File: src/rtl/router_pkg.sv
// ============================================================================
// router_pkg: shared constants and types for the 1x3 router sync block.
// Revision: 1.0
// ============================================================================
`default_nettype none

package router_pkg;

  localparam int         NUM_PORTS       = 3;
  localparam logic [1:0] ADDR_INVALID    = 2'b11;
  localparam int         DEFAULT_TIMEOUT = 30;

  typedef logic [1:0] port_idx_t;

  // One-hot port select; the invalid address maps to no port at all.
  function automatic logic [NUM_PORTS-1:0] port_onehot(input port_idx_t p);
    logic [NUM_PORTS-1:0] oh;
    oh = '0;
    if (p != ADDR_INVALID) oh[p] = 1'b1;
    return oh;
  endfunction

endpackage

`default_nettype wire

File: src/rtl/router_timeout_ctr.sv
// ============================================================================
// router_timeout_ctr: per-port idle timer, pulses soft_reset for one cycle
// after TIMEOUT consecutive valid-but-unread cycles.
// Revision: 1.0
// ============================================================================
`default_nettype none

module router_timeout_ctr #(
  parameter int TIMEOUT = 30
) (
  input  logic clock,
  input  logic reset,
  input  logic vld,
  input  logic rd,
  output logic soft_reset
);

  localparam int               CNT_W = $clog2(TIMEOUT);
  localparam logic [CNT_W-1:0] C_LAST = CNT_W'(TIMEOUT - 1);

  logic [CNT_W-1:0] cnt_q, cnt_d;
  logic             sr_q, sr_d;

  always_comb begin
    cnt_d = cnt_q;
    sr_d  = 1'b0;
    if (!vld || rd) begin
      cnt_d = '0;
    end else if (cnt_q == C_LAST) begin
      // Restart on the pulse edge so a still-full FIFO re-fires TIMEOUT later.
      cnt_d = '0;
      sr_d  = 1'b1;
    end else begin
      cnt_d = cnt_q + 1'b1;
    end
  end

  always_ff @(posedge clock) begin
    if (reset) begin
      cnt_q <= '0;
      sr_q  <= 1'b0;
    end else begin
      cnt_q <= cnt_d;
      sr_q  <= sr_d;
    end
  end

  assign soft_reset = sr_q;

endmodule

`default_nettype wire

File: src/rtl/router_sync.sv
// ============================================================================
// router_sync: address latch, FIFO write steering, full-flag mux and per-port
// idle timers. Optional macro ROUTER_SYNC_DROP_CNT_EN adds drop_cnt output.
// Revision: 1.0
// ============================================================================
`default_nettype none

module router_sync
  import router_pkg::*;
#(
  parameter int TIMEOUT = DEFAULT_TIMEOUT
) (
  input  logic       clock,
  input  logic       reset,
  input  logic       detect_add,
  input  logic [1:0] data_in,
  input  logic       write_enb_reg,
  input  logic       read_enb_0,
  input  logic       read_enb_1,
  input  logic       read_enb_2,
  input  logic       empty_0,
  input  logic       empty_1,
  input  logic       empty_2,
  input  logic       full_0,
  input  logic       full_1,
  input  logic       full_2,
  output logic [2:0] write_enb,
  output logic       fifo_full,
  output logic       vld_out_0,
  output logic       vld_out_1,
  output logic       vld_out_2,
  output logic       soft_reset_0,
  output logic       soft_reset_1,
  output logic       soft_reset_2
`ifdef ROUTER_SYNC_DROP_CNT_EN
  ,
  output logic [7:0] drop_cnt
`endif
);

  port_idx_t            addr_q, addr_d;
  logic [NUM_PORTS-1:0] full_v, vld_v, rd_v, sr_v;

  assign full_v = {full_2, full_1, full_0};
  assign vld_v  = {~empty_2, ~empty_1, ~empty_0};
  assign rd_v   = {read_enb_2, read_enb_1, read_enb_0};

  assign addr_d = detect_add ? data_in : addr_q;

  always_ff @(posedge clock) begin
    if (reset) addr_q <= ADDR_INVALID;
    else       addr_q <= addr_d;
  end

  // Steering uses the registered address, so a header write goes to the old port.
  always_comb begin
    write_enb = write_enb_reg ? port_onehot(addr_q) : '0;
    fifo_full = 1'b0;
    if (addr_q != ADDR_INVALID) fifo_full = full_v[addr_q];
  end

  assign vld_out_0 = vld_v[0];
  assign vld_out_1 = vld_v[1];
  assign vld_out_2 = vld_v[2];

  generate
    for (genvar i = 0; i < NUM_PORTS; i++) begin : g_timer
      router_timeout_ctr #(.TIMEOUT(TIMEOUT)) u_ctr (
        .clock      (clock),
        .reset      (reset),
        .vld        (vld_v[i]),
        .rd         (rd_v[i]),
        .soft_reset (sr_v[i])
      );
    end
  endgenerate

  assign soft_reset_0 = sr_v[0];
  assign soft_reset_1 = sr_v[1];
  assign soft_reset_2 = sr_v[2];

`ifdef ROUTER_SYNC_DROP_CNT_EN
  logic [7:0] drop_q, drop_d;
  logic [8:0] drop_sum;

  always_comb begin
    drop_sum = {1'b0, drop_q} + 9'(sr_v[0]) + 9'(sr_v[1]) + 9'(sr_v[2]);
    drop_d   = (drop_sum > 9'd255) ? 8'hFF : drop_sum[7:0];
  end

  always_ff @(posedge clock) begin
    if (reset) drop_q <= '0;
    else       drop_q <= drop_d;
  end

  assign drop_cnt = drop_q;
`endif

endmodule

`default_nettype wire

File: config.mk
export PLATFORM = sky130hd
export DESIGN_NAME = router_sync
export DESIGN_NICKNAME = d
export VERILOG_FILES = /design/src/rtl/router_pkg.sv /design/src/rtl/router_timeout_ctr.sv /design/src/rtl/router_sync.sv
export SDC_FILE = /design/constraint.sdc
export NUM_CORES = 1
export LEC_CHECK = 0
export CAP_MARGIN = 25
export CORE_MARGIN = 3
export CORE_UTILIZATION = 48
export CTS_CLUSTER_SIZE = 28
export DETAILED_ROUTE_END_ITERATION = 12
export GPL_TIMING_DRIVEN = 0
export PLACE_DENSITY_LB_ADDON = 0.08
export SLEW_MARGIN = 20
export SYNTH_ARGS = -nofsm -noshare
export SYNTH_HDL_FRONTEND = slang
export SYNTH_SLANG_ARGS = --single-unit
File: constraint.sdc
create_clock -name clock -period 1.55 [get_ports clock]
set_input_delay 0.2325 -clock clock [delete_from_list [all_inputs] [get_ports clock]]
set_output_delay 0.2325 -clock clock [all_outputs]
set_load 0.01 [all_outputs]
Word-level counts from Yosys, hierarchy flattened
Index checks and enable logic that the tools add are counted.

operators by class
  add/subtract/negate cells = 3
  $lt $le $gt $ge = 2
  eq/ne operators = 4
  multiplexer cells = 10
  bitwise operators = 3
  reduce and logical (&&, ||, !) cells = 10

operators by type and width
  operator                                                                              count
  5-bit by 1-bit adder with 5-bit output (second input constant)                        3
  5-bit equality test (second input constant)                                           3
  3-bit OR reduction                                                                    3
  1-bit 2-to-1 mux                                                                      6
  3-bit 2-to-1 mux                                                                      2
  2-bit OR reduction                                                                    3
  1-bit logical OR                                                                      3
  2-bit by 3-bit less-than comparator with 1-bit output (second input constant)         1
  1-bit inverter                                                                        3
  1-bit binary-select mux with 2-bit select                                             1
  1-bit demux with 2-bit select                                                         1
  2-bit by 1-bit greater-or-equal comparator with 1-bit output (second input constant)  1
  2-bit != test (second input constant)                                                 1
  1-bit logical AND                                                                     1

storage, ports and cells
  register bits = 20
  input bits = 15
  output and inout port bits = 10
  word-level logic and storage cells = 39

Longest topological paths before layout
  depth after elaboration = 6
  depth in mapped cells = 5

By module
Synthesis repeated with hierarchy kept, for this count alone.

unflattened totals
  cells, all modules = 87
  area, all modules = 825.8 µm²

by module, submodules not included
  module              times used  cells each  area each (µm²)  seq. area each (µm²)
  router_timeout_ctr  3           24          231.5            120.1
  router_sync         1           15          131.4            40.0

Worst setup path before layout
OpenSTA, ideal clock, no wires.

  path kind = register to output
  from = register addr_q[0]
  to = output port fifo_full
  arrival time = 0.727 ns
  required time = 1.317 ns
  path slack = 0.590 ns
  stages on the path, launching flop included = 3
  path buffers = 0
  cells stage by stage = dfxtp_1 mux2i_1 o21ai_0

on the way
  longest elaborated chain between the ends = 3
  elaborated cells on any way between the ends = 4
  classes of those cells = eq/ne: 1; mux: 3

RTL lines
  item                                       RTL line           source
  start: declaration                         router_sync.sv:41  port_idx_t addr_q, addr_d;
  start signal: assignment                   router_sync.sv:52  else addr_q <= addr_d;
  1-bit binary-select mux with 2-bit select  router_sync.sv:59  if (addr_q != ADDR_INVALID) fifo_full = full_v[addr_q];
  1-bit 2-to-1 mux (implied by the code)     router_sync.sv:59
  1-bit 2-to-1 mux *                         router_sync.sv:59
  end: declaration                           router_sync.sv:28  output logic fifo_full,

Mark *: on every way between the ends. The rest lies on a longest branch, timed or not. The select of a mux whose other input is x is not followed.

Worst setup path after layout
  from = input port empty_0
  to = output port vld_out_0

on the way
  longest elaborated chain between the ends = 1

RTL lines
  item                RTL line           source
  start: declaration  router_sync.sv:21  input logic empty_0,
  1-bit inverter      router_sync.sv:45  assign vld_v = {~empty_2, ~empty_1, ~empty_0};
  end: declaration    router_sync.sv:29  output logic vld_out_0,

Every way passes these cells.

==> flow_metrics.env <==
export IMPL_outcome="complete, no violations"
export IMPL_worstPathCellList="clkdlybuf4s50_1, inv_1, clkdlybuf4s50_1"
export IMPL_cts_buffer_depth=2
export IMPL_cts_root_buf="clkbuf_4"
export IMPL_combPwrFrac_pct=9.7
export IMPL_cts_setup_buffers=0
export IMPL_skew_ns=0.0101
export IMPL_fp_dieW_um=47.4
export IMPL_crit_required_ns=1.32
export IMPL_path_class="in2out"
export IMPL_cp_max_fo=2
export IMPL_max_stage_delay_ns=0.53
export IMPL_peakVddDrop_uv=528
export IMPL_hold_viol_final=0
export IMPL_power_switching_w=0.000195
export IMPL_area_growth_pct=35.7
export IMPL_totalWireLength_mm=1.34
export IMPL_arrival_ns=1.26
export IMPL_cap_violations=0
export IMPL_num_antenna_cells=0
export IMPL_cts_buffers=3
export IMPL_nets=135
export IMPL_p_sw_share_pct=21.3
export IMPL_dp_hpwl_mm=1.05
export IMPL_timing_final_max_slew_violations=0
export IMPL_p_total_w=0.000919
export IMPL_grt_pass1_wl_mm=1.98
export IMPL_postSynthAreaPerCell_sq_um=9.69
export IMPL_cp_slowest_cell="clkdlybuf4s50_1"
export IMPL_clock_latency_ns=0.30
export IMPL_period_share_pct=96.4
export IMPL_path_clk_slew_ns=0.10
export IMPL_grt_overflow=0
export IMPL_utilization_pct=71.7
export IMPL_cts_sinks=20
export IMPL_syn_inst=85
export IMPL_synth_seq_area_share_pct=48.6
export IMPL_hp_class="reg2reg"
export IMPL_tightest_slew_ns=0.272
export IMPL_netlist_cell_type_count=18
export IMPL_wl_per_cell_um=10.4
export IMPL_synth_common_cells="20 x dfxtp_1, 16 x nor2_1"
export IMPL_async_reset_ff_share_pct=0
export IMPL_worstSetupEndpointType="primary output"
export IMPL_p_seq_share_pct=57.9
export IMPL_row_count=14
export IMPL_antenna_found_initial=0
export IMPL_dieHeight_um=47.4
export IMPL_core_sq_um=1560
export IMPL_port_buffers=24
export IMPL_htreeDepth=1
export IMPL_ioPinCount=25
export IMPL_vias=627
export IMPL_setup_violations=0
export IMPL_cts_tree="built"
export IMPL_synth_area_leaders="dfxtp_1 49%, ha_1 9.1%, nor2_1 7.3%, xor2_1 6.4%, nor2b_1 3.8%"
export IMPL_layout_drive_gt1_share_pct=9.73
export IMPL_ant_nets=0
export IMPL_min_period_ns=1.49
export IMPL_hold_buffers=0
export IMPL_slew_headroom_pct=81.8
export IMPL_syn_nets=106
export IMPL_routed_via_density=4.86
export IMPL_synth_warning_count=0
export IMPL_fill_cells=123
export IMPL_drtIter0Drc=5
export IMPL_start_util_pct=52.8
export IMPL_grtUsageTotal_pct=13.3
export IMPL_powerDensity_nw_per_um2=822
export IMPL_synth_edf_count=0
export IMPL_gp_congestion=0.805
export IMPL_yosysTopAreaCellShare_pct=48.6
export IMPL_fmax_mhz=669
export IMPL_syn_area_sq_um=823
export IMPL_rsz0062_at_grt="no"
export IMPL_hold_ws_ns=0.474
export IMPL_drtPass1Iterations=4
export IMPL_yosysTopAreaCell="dfxtp_1"
export IMPL_internal_power_w=0.000723
export IMPL_start_kind="input pin"
export IMPL_crit_top_cell="clkdlybuf4s50_1"
export IMPL_leakage_nw=0.451
export IMPL_dieArea_sq_um=2250
export IMPL_synth_most_common_cell="dfxtp_1"
export IMPL_ys_flop_type="dfxtp_1"
export IMPL_drc=0
export IMPL_grt_max_degree=12
export IMPL_power_frac_clock_pct=32.5
export IMPL_grt_pass1_vias=509
export IMPL_ys_ff_latch=20
worst paths after layout:
check	cells past startpoint	slack, ns	startpoint	endpoint
hold / removal	1	0.47	g_timer[2].u_ctr.cnt_q[0]$_SDFF_PP0_	g_timer[2].u_ctr.cnt_q[0]$_SDFF_PP0_
setup / recovery	3	0.06	empty_0	vld_out_0
hold reg to reg	1	0.47	g_timer[2].u_ctr.cnt_q[0]$_SDFF_PP0_	g_timer[2].u_ctr.cnt_q[0]$_SDFF_PP0_
setup reg to reg	5	0.53	g_timer[0].u_ctr.cnt_q[1]$_SDFF_PP0_	g_timer[0].u_ctr.cnt_q[4]$_SDFF_PP0_
per-stage QoR:
step           cell area [sq um]  instances  TNS, ns  worst slack, ns
2_1_floorplan                823         85        0            0.590
3_3_place_gp                1080        125   -0.387           -0.127
3_5_place_dp                1080        125   -0.463           -0.150
4_1_cts                     1120        129        0           0.0477
5_1_grt                     1120        129        0           0.0122
6_report                    1120        129        0           0.0562
flip-flops by register name (all words and copies together), names as in the netlist:
signal / cells
addr_q: 2
g_timer.u_ctr.soft_reset: 3
g_timer.u_ctr.cnt_q: 15
logic make-up (layout without fill, tap and decap cells):
kind of cell / count (synthesis) / in the layout / share of synthesized area [%]
mux: 1 / 1 / 1.22
xor+xnor: 9 / 9 / 9.58
flops: 20 / 20 / 48.6
fa+ha+maj: 6 / 6 / 9.12
buf+inv: 6 / 34 / 2.74
compound gates: 3 / 3 / 2.74
simple gates: 40 / 40 / 26.0
critical path, delay by kind of cell:
| kind | cells | cell delay [ns] |
|---|---|---|
| buffers and inverters | 3 | 1.03 |
what timing repair did:
item | in CTS | in global routing
resized for setup | 6 | 0
hold endpoints to repair | 0 | 0
endpoints found under the setup margin | 4 | 0
per-layer routing:
layer | global-route usage, % | vias to the layer above | share of wire [%] | wire length [um]
met5 | 0 | - | 0 | 0
met4 | 11.6 | 0 | 2.0 | 27
met3 | 3.38 | 4 | 5.1 | 68
met2 | 18.2 | 16 | 46 | 609
met1 | 16.9 | 271 | 47 | 631
li1 | - | 336 | - | -
final cells by class:
cell class | instances | area, sq um | area share (%)
sequential | 20 | 403 | 36.1
multi-input combinational | 59 | 400 | 35.8
timing repair buffer | 24 | 235 | 21.1
clock buffer | 4 | 36.3 | 3.25
inverter | 6 | 22.5 | 2.02
tap | 16 | 20.0 | 1.79
cells in the final DEF, fill, tap and decap left out, drive strengths merged:
master          n
a211o           2
clkbuf          4
nor2           16
clkdlybuf4s50  20
nand2           4
and3b           1
mux2i           1
nor3b           1
dfxtp          20
nand4           3
xor2            6
o21ai           1
nor3            3
dlygate4sd2     4
ha              6
nand3           6
xnor2           3
inv             6
nand3b          1
nor2b           5
power by group through the flow:
| stage | clock network, W | logic [W] | registers, W |
|---|---|---|---|
| 2_1_floorplan | 0 | 0.0000316 | 0.000540 |
| 3_3_place_gp | 0 | 0.0000927 | 0.000542 |
| 3_5_place_dp | 0 | 0.0000936 | 0.000543 |
| 4_1_cts | 0.000312 | 0.0000901 | 0.000532 |
| 5_1_grt | 0.000332 | 0.0000969 | 0.000534 |
| 6_report | 0.000298 | 0.0000888 | 0.000532 |
Note: power is estimated with default switching activity, not from simulation.
